### config.mk
export PLATFORM = sky130hd
export DESIGN_NAME = vec_mul4_issuer
export DESIGN_NICKNAME = d
export VERILOG_FILES = /design/src/rtl/vec_mul4_issuer.sv
export SDC_FILE = /design/constraint.sdc
export NUM_CORES = 1
export LEC_CHECK = 0
export BUFFER_PORTS_ARGS = -buffer_cell sky130_fd_sc_hd__buf_2
export CAP_MARGIN = 40
export CORE_MARGIN = 4
export CORE_UTILIZATION = 35
export CTS_BUF_LIST = sky130_fd_sc_hd__clkbuf_4 sky130_fd_sc_hd__clkbuf_8 sky130_fd_sc_hd__clkbuf_16
export DETAILED_ROUTE_END_ITERATION = 8
export PLACE_DENSITY = 0.54
export SLEW_MARGIN = 5
export SYNTH_ARGS = -nofsm -noshare
export SYNTH_HDL_FRONTEND = slang
export SYNTH_SLANG_ARGS = --single-unit
### constraint.sdc
create_clock -name clk -period 3.1 [get_ports clk]
set_input_delay 0.465 -clock clk [delete_from_list [all_inputs] [get_ports clk]]
set_output_delay 0.465 -clock clk [all_outputs]
set_load 0.05 [all_outputs]
### src/rtl/vec_mul4_issuer.sv
// Job-based producer for the 4-lane product interface: accepts paired 4 x uint8 operand
// words and issues four 8x8 unsigned products per accepted beat, marking the job's last chunk.
module vec_mul4_issuer #(
   parameter int LEN_W = 8
) (
   input  logic             clk,
   input  logic             rst,
   input  logic             start,
   input  logic [LEN_W-1:0] len,
   input  logic             abort,
   input  logic             op_valid,
   output logic             op_ready,
   input  logic [31:0]      op_a,
   input  logic [31:0]      op_b,
   output logic             out_valid,
   output logic             out_last,
   output logic [15:0]      p0,
   output logic [15:0]      p1,
   output logic [15:0]      p2,
   output logic [15:0]      p3,
   output logic             busy,
   output logic             done
);

   typedef enum logic {S_IDLE, S_RUN} state_t;

   state_t           r_state;
   state_t           w_state_nxt;
   logic [LEN_W-1:0] r_remaining;
   logic [LEN_W-1:0] w_remaining_nxt;
   logic             w_beat;
   logic             w_last_nxt;
   logic             w_done_nxt;
   logic [15:0]      w_prod0, w_prod1, w_prod2, w_prod3;

   assign w_prod0 = {8'd0, op_a[7:0]}   * {8'd0, op_b[7:0]};
   assign w_prod1 = {8'd0, op_a[15:8]}  * {8'd0, op_b[15:8]};
   assign w_prod2 = {8'd0, op_a[23:16]} * {8'd0, op_b[23:16]};
   assign w_prod3 = {8'd0, op_a[31:24]} * {8'd0, op_b[31:24]};

   // abort gates op_ready so a beat offered in the abort cycle is never taken
   always_comb begin
      w_state_nxt     = r_state;
      w_remaining_nxt = r_remaining;
      op_ready        = 1'b0;
      busy            = 1'b0;
      w_beat          = 1'b0;
      w_last_nxt      = 1'b0;
      w_done_nxt      = 1'b0;
      case (r_state)
         S_IDLE: begin
            if (start && !abort) begin
               if (len != '0) begin
                  w_state_nxt     = S_RUN;
                  w_remaining_nxt = len;
               end else begin
                  w_done_nxt = 1'b1;
               end
            end
         end
         S_RUN: begin
            busy     = 1'b1;
            op_ready = !abort;
            w_beat   = op_valid && !abort;
            if (abort) begin
               w_state_nxt     = S_IDLE;
               w_remaining_nxt = '0;
            end else if (w_beat) begin
               w_remaining_nxt = r_remaining - LEN_W'(1);
               if (r_remaining == LEN_W'(1)) begin
                  w_last_nxt  = 1'b1;
                  w_done_nxt  = 1'b1;
                  w_state_nxt = S_IDLE;
               end
            end
         end
         default: w_state_nxt = S_IDLE;
      endcase
   end

   always_ff @(posedge clk or posedge rst) begin
      if (rst) begin
         r_state     <= S_IDLE;
         r_remaining <= '0;
         out_valid   <= 1'b0;
         out_last    <= 1'b0;
         done        <= 1'b0;
         p0          <= '0;
         p1          <= '0;
         p2          <= '0;
         p3          <= '0;
      end else begin
         r_state     <= w_state_nxt;
         r_remaining <= w_remaining_nxt;
         out_valid   <= w_beat;
         out_last    <= w_last_nxt;
         done        <= w_done_nxt;
         if (w_beat) begin
            p0 <= w_prod0;
            p1 <= w_prod1;
            p2 <= w_prod2;
            p3 <= w_prod3;
         end
      end
   end

endmodule

* Word-level counts from Yosys, hierarchy flattened
Cells that the tools add are included.
** Cells by class
- $add $sub $neg :: 1
- $mul :: 4
- Equal/unequal tests :: 4
- Muxes and demuxes :: 21
- Bitwise logic cells :: 1
- Reduce and logical (&&, ||, !) cells :: 5
** Operator list (count)
- $mul A8 B8 Y16 :: 4
- $mux W8 :: 4
- $pmux W8 S2 :: 1
- $mux W1 :: 14
- $eq A8 B1 Y1 const B :: 1
- $reduce_bool A8 Y1 :: 1
- $sub A8 B1 Y8 const B :: 1
- $ne A2 B2 Y1 const B :: 2
- $pmux W1 S2 :: 2
- $ne A3 B2 Y1 const B :: 1
- $reduce_and A3 Y1 :: 1
- $logic_and A1 B1 Y1 :: 2
- $logic_not A1 Y1 :: 1
- $not A1 Y1 :: 1
** Storage, ports and cells
- Bits in registers :: 76
- Bits of input ports :: 77
- Output and inout port bits :: 69

* Depth between registers and ports, before layout
Gate-level depths: netlist (run 1).
- Word-level depth :: 5
- Depth in mapped cells :: 15
- Depth with buffers taken out :: 15

* Worst setup path before layout (run 1)
OpenSTA, ideal clock, no wires.
- Path kind :: input to register
- Start :: input port op_b[2]
- End :: register p0[13]
- Data arrival time :: 3.926 ns
- Slack :: -0.896 ns
- Stages :: 13
- Cells stage by stage :: and2_1 -> fa_1 -> fa_1 -> fa_1 -> inv_1 -> fa_1 -> inv_1 -> ha_1 -> o211ai_1 -> a21oi_1 -> o21ai_0 -> or4_1 -> nand3_1
** On the way
- Longest elaborated chain between the ends :: 1
** RTL lines
- from (decl) :: line 14 : input logic [31:0] op_b,
- $mul A8 B8 Y16 :: line 36 : assign w_prod0 = {8'd0, op_a[7:0]} * {8'd0, op_b[7:0]};
- to (signal assigned) :: line 99 : p0 <= w_prod0;
- to (decl) :: line 17 : output logic [15:0] p0,
No other way between the ends.
A chain may end at the register's enable or synchronous reset.

* Worst setup path in the final report (run 1)
- Start :: input port op_a[1]
- End :: register p0[13]
** On the way
- Longest elaborated chain between the ends :: 1
** RTL lines
- from (decl) :: line 13 : input logic [31:0] op_a,
- $mul A8 B8 Y16 :: line 36
No other way between the ends.

==> summary.txt, run 1 <==
Status
  – Outcome: finished with violations
  – Failing checks: setup timing

Hold path
  – Min-delay worst type: primary input to asynchronous set/reset pin

Pwr
  – Pwr Density: 715.8 nW/um^2
  – Internal: 5687 uW
  – Part of the power in combinational logic: 75.3%
  – VDD IR max: 0.3563 mV
  – Switching share of total power: 49.17%
  – Register share of total power: 14.4%
  – Net switching power: 5503 uW
  – Clock power share: 10.2%
  – Standby leakage power: 0.008032 uW

Timing
  – Final setup viols: 38
  – Fin crit period: 3.697 ns
  – Fmax achieved: 0.2705 GHz
  – Fin worst setup slack: -0.5968 ns
  – Final hold vios: 0
  – Clock skew: 0.005141 ns
  – Fin. max-slew vios: 0
  – Max_slew headroom: 60.33%
  – Worst-Margin Slew: 0.5944 ns
  – Unrepaired setup endpoints after global routing: yes
  – Period utilization: 119.3%
  – Setup TNS: -15.63 ns

Run
  – # Max-Cap Violations: 0

Setup path
  – CP required: 3.39 ns
  – Critical Path End Type: flop
  – Critical path class: primary input to flop
  – Critical path arrival: 3.99 ns
  – Worst-path fanout max: 4
  – Critical Path Start Type: primary input

CTS
  – Root Driver: clkbuf_16
  – TritonCTS Buffers: 9
  – TritonCTS clock tree: yes
  – Hold Buf Count CTS: 0
  – Number of H-tree levels: 3
  – Clk buf depth: 2
  – Clk_lat worst skew: 0.35 ns
  – Reg clk slew, reported paths: 0.07 ns
  – Clk sink count: 76

Yosys
  – Mean Syn Cell Area: 8.985 sq um
  – Register area share after synthesis: 16.92%
  – Post-synth top area share: 25.65%
  – Yosys Warn Count: 0
  – Top_reg_cell synth: dfrtp_1
  – Distinct cells, synth: 41
  – Post-Syn Area: 11,240 sq um
  – Area leader, netlist: fa_1
  – Synth area leaders: fa_1 (26%), dfrtp_1 (17%), ha_1 (16%), and2_1 (12%), inv_1 (6.3%)
  – Gate count of the mapped netlist: 1,251
  – Number of flops mapped to enable cells by yosys: 0
  – Asr flop ratio synth: 100.0%
  – Number of register bits inferred by synthesis: 76
  – Net Count, Synth: 1,618

Drt
  – Violation count after the first detailed-route iteration: 320
  – WL final: 28.86 mm
  – WL met1: 13.52 mm
  – Via count: 9,439
  – Wire per inst: 14.49 um
  – DRT antenna net count: 0
  – First-pass DRT Iterations: 4
  – DRC: 0
  – Via/cell ratio: 4.738
  – WL met2: 14.22 mm
  – DR top layer: met4
  – Met3 wire length: 711 um

Layout
  – Final net count: 1,952
  – Most common cell after layout, fill and taps aside: buf_4
  – Area grow syn2layout: 39.07%
  – Fillers: 3,042
  – Most frequent cells in the layout: buf_4 (188), inv_1 (169), and2_1 (154)
  – ANT cells: 0
  – Final Core Density: 49.41%
  – Fraction of layout cells with a size suffix above 1: 35.60%
  – Post-route insts no fill: 1,992

Placement
  – Cell Count Post-Placement: 1,957
  – HPWL after DPL: 23.64 mm
  – Gpl congestion: 0.8434
  – IO buf count: 145

GRT
  – Initial antenna violation count: 0
  – Largest net degree at the start of global routing: 50
  – Vias in the first global route: 10,110
  – Global route total overflow: 0
  – Tot GR Track Use: 16.84%
  – First-pass GRT wire length: 49.51 mm

Floorplanning
  – Die Wd: 187.2 um
  – Chip Height: 187.2 um
  – Row count: 65
  – Top Ports: 146
  – Initial core utilization: 35.53%
  – Core Footprint: 31,640 sq um
  – Total die area: 35,050 sq um
## final timing paths
path | startpoint | endpoint | slack (ns) | cells after the start
hold / removal | rst | p3[0]$_DFFE_PP0P_ | 0.16 | 2
setup reg to reg | r_state$_DFF_PP0_ | p3[13]$_DFFE_PP0P_ | 1.12 | 8
setup / recovery | op_a[1] | p0[13]$_DFFE_PP0P_ | -0.60 | 14
hold reg to reg | p2[1]$_DFFE_PP0P_ | p2[1]$_DFFE_PP0P_ | 0.47 | 2
min in group clk | start | done$_DFF_PP0_ | 0.37 | 3
max in group asynchronous | rst | p1[7]$_DFFE_PP0P_ | 2.27 | 3
## repair_timing
item / CTS / global route
resized for setup: 212 / 85
pin swaps: 100 / 62
setup endpoints to repair: 40 / 43
buffers inserted: 19 / 3
## kinds of logic after synthesis
| kind of cell | after synthesis | share of synthesized area, % |
|---|---|---|
| AOI/OAI and AO/OA | 174 | 9.116 |
| xor gates and xnor gates | 40 | 3.117 |
| adders and majority gates | 290 | 41.90 |
| buffers and inverters | 213 | 7.369 |
| DFF | 76 | 16.92 |
| muxes | 5 | 0.4453 |
| and+or+nand+nor | 453 | 21.14 |
## power by group through the flow
stage	Combinational [uW]	Clock [uW]	Sequential, uW
detailed placement	7260	0	1640
CTS	8120	1190	1630
floorplan	3890	0	2660
finish	8430	1140	1620
global placement	7230	0	1640
global route	9310	1230	1660
## critical path: stages
cell and delay [ns]:
buf_8 0.10, and2_4 0.15, fa_1 0.56, fa_1 0.46, fa_1 0.50, inv_1 0.05, fa_1 0.50, inv_2 0.05
ha_4 0.28, o211ai_1 0.10, a21oi_2 0.20, o21ai_2 0.10, or4_4 0.42, nand3_2 0.06
## flip-flops by register name (all words and copies together) (netlist names)
| name | flops |
|---|---|
| done | 1 |
| out_last | 1 |
| out_valid | 1 |
| p0 | 16 |
| p1 | 16 |
| p2 | 16 |
| p3 | 16 |
| r_remaining | 8 |
| r_state | 1 |
## cells in the mapped netlist, types with 5 or more instances
| library cell | n |
|---|---|
| a21oi_1 | 52 |
| dfrtp_1 | 76 |
| mux2i_1 | 5 |
| xnor2_1 | 8 |
| o31ai_1 | 5 |
| xor2_1 | 32 |
| a22oi_1 | 7 |
| inv_1 | 190 |
| nand2_1 | 175 |
| fa_1 | 144 |
| nor2_1 | 10 |
| buf_2 | 11 |
| ha_1 | 146 |
| and2_1 | 209 |
| o211ai_1 | 12 |
| nand2b_1 | 8 |
| o22ai_1 | 6 |
| nor3_1 | 6 |
| nand4_1 | 13 |
| a31oi_1 | 8 |
| clkbuf_1 | 9 |
| nand3_1 | 10 |
| a21o_1 | 12 |
| o21ai_0 | 57 |
## routing by layer
layer	GRT usage, %	up-vias
li1	-	4689
met1	22.62	4619
met2	29.39	106
met3	1.978	25
met4	3.555	0
met5	0	-
## stage by stage
| stage | total power (uW) | instance area, sq um | hold WS (ns) | setup WS, ns |
|---|---|---|---|---|
| after floorplan | 6552 | 11640 | 0.5175 | -0.7319 |
| after global placement | 8869 | 14140 | 0.4502 | -1.031 |
| after detailed placement | 8898 | 14140 | 0.4572 | -1.091 |
| after CTS | 10930 | 15300 | 0.1680 | -0.6046 |
| after global routing | 12200 | 15630 | 0.1996 | -0.7303 |
| final | 11190 | 15630 | 0.1556 | -0.5968 |
## area by class of cell
| type | count | area (sq um) | area share [%] |
|---|---|---|---|
| Multi-Input combinational cell | 962 | 9515 | 60.87 |
| Timing Repair Buffer | 346 | 2689 | 17.20 |
| Sequential cell | 76 | 1902 | 12.17 |
| Inverter | 190 | 714.4 | 4.570 |
| Tap cell | 402 | 503.0 | 3.218 |
| Clock buffer | 9 | 225.2 | 1.441 |
| Clock inverter | 7 | 83.83 | 0.5363 |
(Power assumes the default switching activity.)
==> run 2, diff against run 1 <==
--- a/config.mk
+++ b/config.mk
@@ -7,7 +7,7 @@
 export LEC_CHECK = 0
 export BUFFER_PORTS_ARGS = -buffer_cell sky130_fd_sc_hd__buf_2
 export CAP_MARGIN = 40
-export CORE_MARGIN = 4
+export CORE_MARGIN = 3
 export CORE_UTILIZATION = 35
 export CTS_BUF_LIST = sky130_fd_sc_hd__clkbuf_4 sky130_fd_sc_hd__clkbuf_8 sky130_fd_sc_hd__clkbuf_16
 export DETAILED_ROUTE_END_ITERATION = 8
==> summary.txt, run 2 (same netlist as run 1, synthesis figures left out) <==
CTS
  – Root Driver: clkbuf_16 (unchanged)
  – Hold Buf Count CTS: 0 (unchanged)
  – Clk_lat worst skew: 0.35 ns (about the same)
  – Number of H-tree levels: 3 (unchanged)
  – Clk buf depth: 2 (unchanged)
  – Clk sink count: 76 (unchanged)
  – TritonCTS Buffers: 9 (unchanged)
  – TritonCTS clock tree: yes (unchanged)
  – Reg clk slew, reported paths: 0.07 ns (about the same)

Timing
  – Fin worst setup slack: -0.5972 ns (was -0.5968 ns)
  – Unrepaired setup endpoints after global routing: yes (unchanged)
  – Fin. max-slew vios: 0 (unchanged)
  – Worst-Margin Slew: 0.6419 ns (was 0.5944 ns)
  – Fin crit period: 3.697 ns (about the same)
  – Fmax achieved: 0.2705 GHz (about the same)
  – Max_slew headroom: 57.15% (was 60.33%)
  – Clock skew: 0.004639 ns (was 0.005141 ns)
  – Period utilization: 119.3% (about the same)
  – Final setup viols: 38 (unchanged)
  – Final hold vios: 0 (unchanged)
  – WHS: 0.1631 ns (was 0.1556 ns)

Setup path
  – CP max stage delay: 0.55 ns (was 0.56 ns)
  – Slowest cell on crit path: fa_1 (unchanged)
  – Crit path max-delay family: adder cells (unchanged)
  – Critical path class: primary input to flop (unchanged)
  – Cell mode on critical path: fa_1 (unchanged)
  – Critical Path Start Type: primary input (unchanged)
  – Crit-path cells: buf_8 > and2_4 > fa_1 > fa_1 > fa_1 > inv_1 > fa_1 > inv_2 > ha_4 > buf_12 > a21oi_4 > nand2_2 > buf_4 > o21ai_4 > mux2i_1 > nand2_1 (was buf_8 > and2_4 > fa_1 > fa_1 > fa_1 > inv_1 > fa_1 > inv_2 > ha_4 > o211ai_1 > a21oi_2 > o21ai_2 > or4_4 > nand3_2)
  – Critical path arrival: 3.94 ns (was 3.99 ns)
  – Critical Path End Type: flop (unchanged)
  – Critical path buffers and inverters: 5 (was 3)
  – CP required: 3.34 ns (was 3.39 ns)
  – Worst-path fanout max: 5 (was 4)

Layout
  – ANT cells: 0 (unchanged)
  – Area grow syn2layout: 39.19% (was 39.07%)
  – Most frequent cells in the layout: buf_4 (183), inv_1 (163), nand2_1 (154) (was buf_4 (188), inv_1 (169), and2_1 (154))
  – Post-route insts no fill: 1,989 (was 1,992)
  – Final net count: 1,955 (was 1,952)
  – Most common cell after layout, fill and taps aside: buf_4 (unchanged)
  – Fraction of layout cells with a size suffix above 1: 36.22% (was 35.60%)
  – Fillers: 2,917 (was 3,042)

Pwr
  – VDD IR max: 0.3221 mV (was 0.3563 mV)
  – Total power: 11,100 uW (was 11,190 uW)
  – Pwr Density: 709.3 nW/um^2 (was 715.8 nW/um^2)
  – Standby leakage power: 0.008071 uW (was 0.008032 uW)

Placement
  – HPWL after DPL: 23.18 mm (was 23.64 mm)
  – Cell Count Post-Placement: 1,954 (was 1,957)
  – IO buf count: 145 (unchanged)
  – Gpl congestion: 0.8431 (was 0.8434)

GRT
  – First-pass GRT wire length: 49.19 mm (was 49.51 mm)
  – Largest net degree at the start of global routing: 48 (was 50)
  – Initial antenna violation count: 0 (unchanged)
  – Vias in the first global route: 10,160 (was 10,110)
  – Global route total overflow: 0 (unchanged)
  – Tot GR Track Use: 17.43% (was 16.84%)

Run
  – # Max-Cap Violations: 0 (unchanged)

Drt
  – WL final: 28.30 mm (was 28.86 mm)
  – Via count: 9,464 (was 9,439)
  – DRT antenna net count: 0 (unchanged)
  – DRC: 0 (unchanged)
  – Via/cell ratio: 4.758 (was 4.738)
  – First-pass DRT Iterations: 5 (was 4)
  – Violation count after the first detailed-route iteration: 281 (was 320)
  – Wire per inst: 14.23 um (was 14.49 um)

Status
  – Outcome: finished with violations (unchanged)
  – Failing checks: setup timing (unchanged)

Floorplanning
  – Total die area: 34,300 sq um (was 35,050 sq um)
  – Row count: 64 (was 65)
  – Top Ports: 146 (unchanged)
  – Core Footprint: 31,150 sq um (was 31,640 sq um)
  – Initial core utilization: 36.09% (was 35.53%)
  – Chip Height: 185.2 um (was 187.2 um)
  – Die Wd: 185.2 um (was 187.2 um)

Hold path
  – Min-delay worst type: primary input to asynchronous set/reset pin (unchanged)
-- run 2: report_power, final --
group / internal (uW) / switching (uW) / leakage, uW / total, uW
sequential: 1330 / 278 / 0.000962 / 1610
clock: 559 / 528 / 0.000139 / 1090
combinational: 3760 / 4640 / 0.00697 / 8400
-- run 2: final cells by class --
cell class              count  area, sq um  share of cell area, %
clock buffers               9        225.2                  1.439
well taps                 396        495.5                  3.167
flip-flops and latches     76         1902                  12.16
repair buffers            349         2785                  17.80
inverters                 190        714.4                  4.566
multi-input cells         962         9465                  60.50
clock inverters             7        58.81                 0.3758
-- run 2: repair_timing --
item,CTS,global route
buffers inserted,16,7
pin swaps,124,87
cloned,0,0
resized for setup,253,69
setup endpoints to repair,39,42
-- run 2: per-layer routing --
| metal | track usage, % | share of wire [%] | up-vias |
|---|---|---|---|
| li1 | - | - | 4692 |
| met1 | 23.64 | 47 | 4608 |
| met2 | 29.68 | 48 | 139 |
| met3 | 2.298 | 3.7 | 25 |
| met4 | 4.172 | 1.5 | 0 |
| met5 | 0 | 0 | - |
-- run 2: final timing paths --
| check | to | startpoint | depth (start not counted) | slack [ns] |
|---|---|---|---|---|
| max in group asynchronous | p2[12]$_DFFE_PP0P_ | rst | 3 | 2.24 |
| max reg2reg | p3[13]$_DFFE_PP0P_ | r_state$_DFF_PP0_ | 5 | 1.19 |
| min in group clk | done$_DFF_PP0_ | start | 3 | 0.37 |
| min reg2reg | p0[1]$_DFFE_PP0P_ | p0[1]$_DFFE_PP0P_ | 2 | 0.47 |
| min | p1[14]$_DFFE_PP0P_ | rst | 2 | 0.16 |
| max | p0[15]$_DFFE_PP0P_ | op_b[4] | 16 | -0.60 |
-- run 2: per-stage QoR --
stage	instance area [sq um]	worst slack (ns)	TNS, ns	utilization, %
final	15650	-0.5972	-15.35	50.23
after global routing	15650	-0.7011	-19.98	50.23
after CTS	15370	-0.6154	-16.06	49.35
after detailed placement	14140	-1.070	-35.70	45.41
after global placement	14140	-1.041	-34.67	45.41
after floorplan	11640	-0.7319	-17.69	-
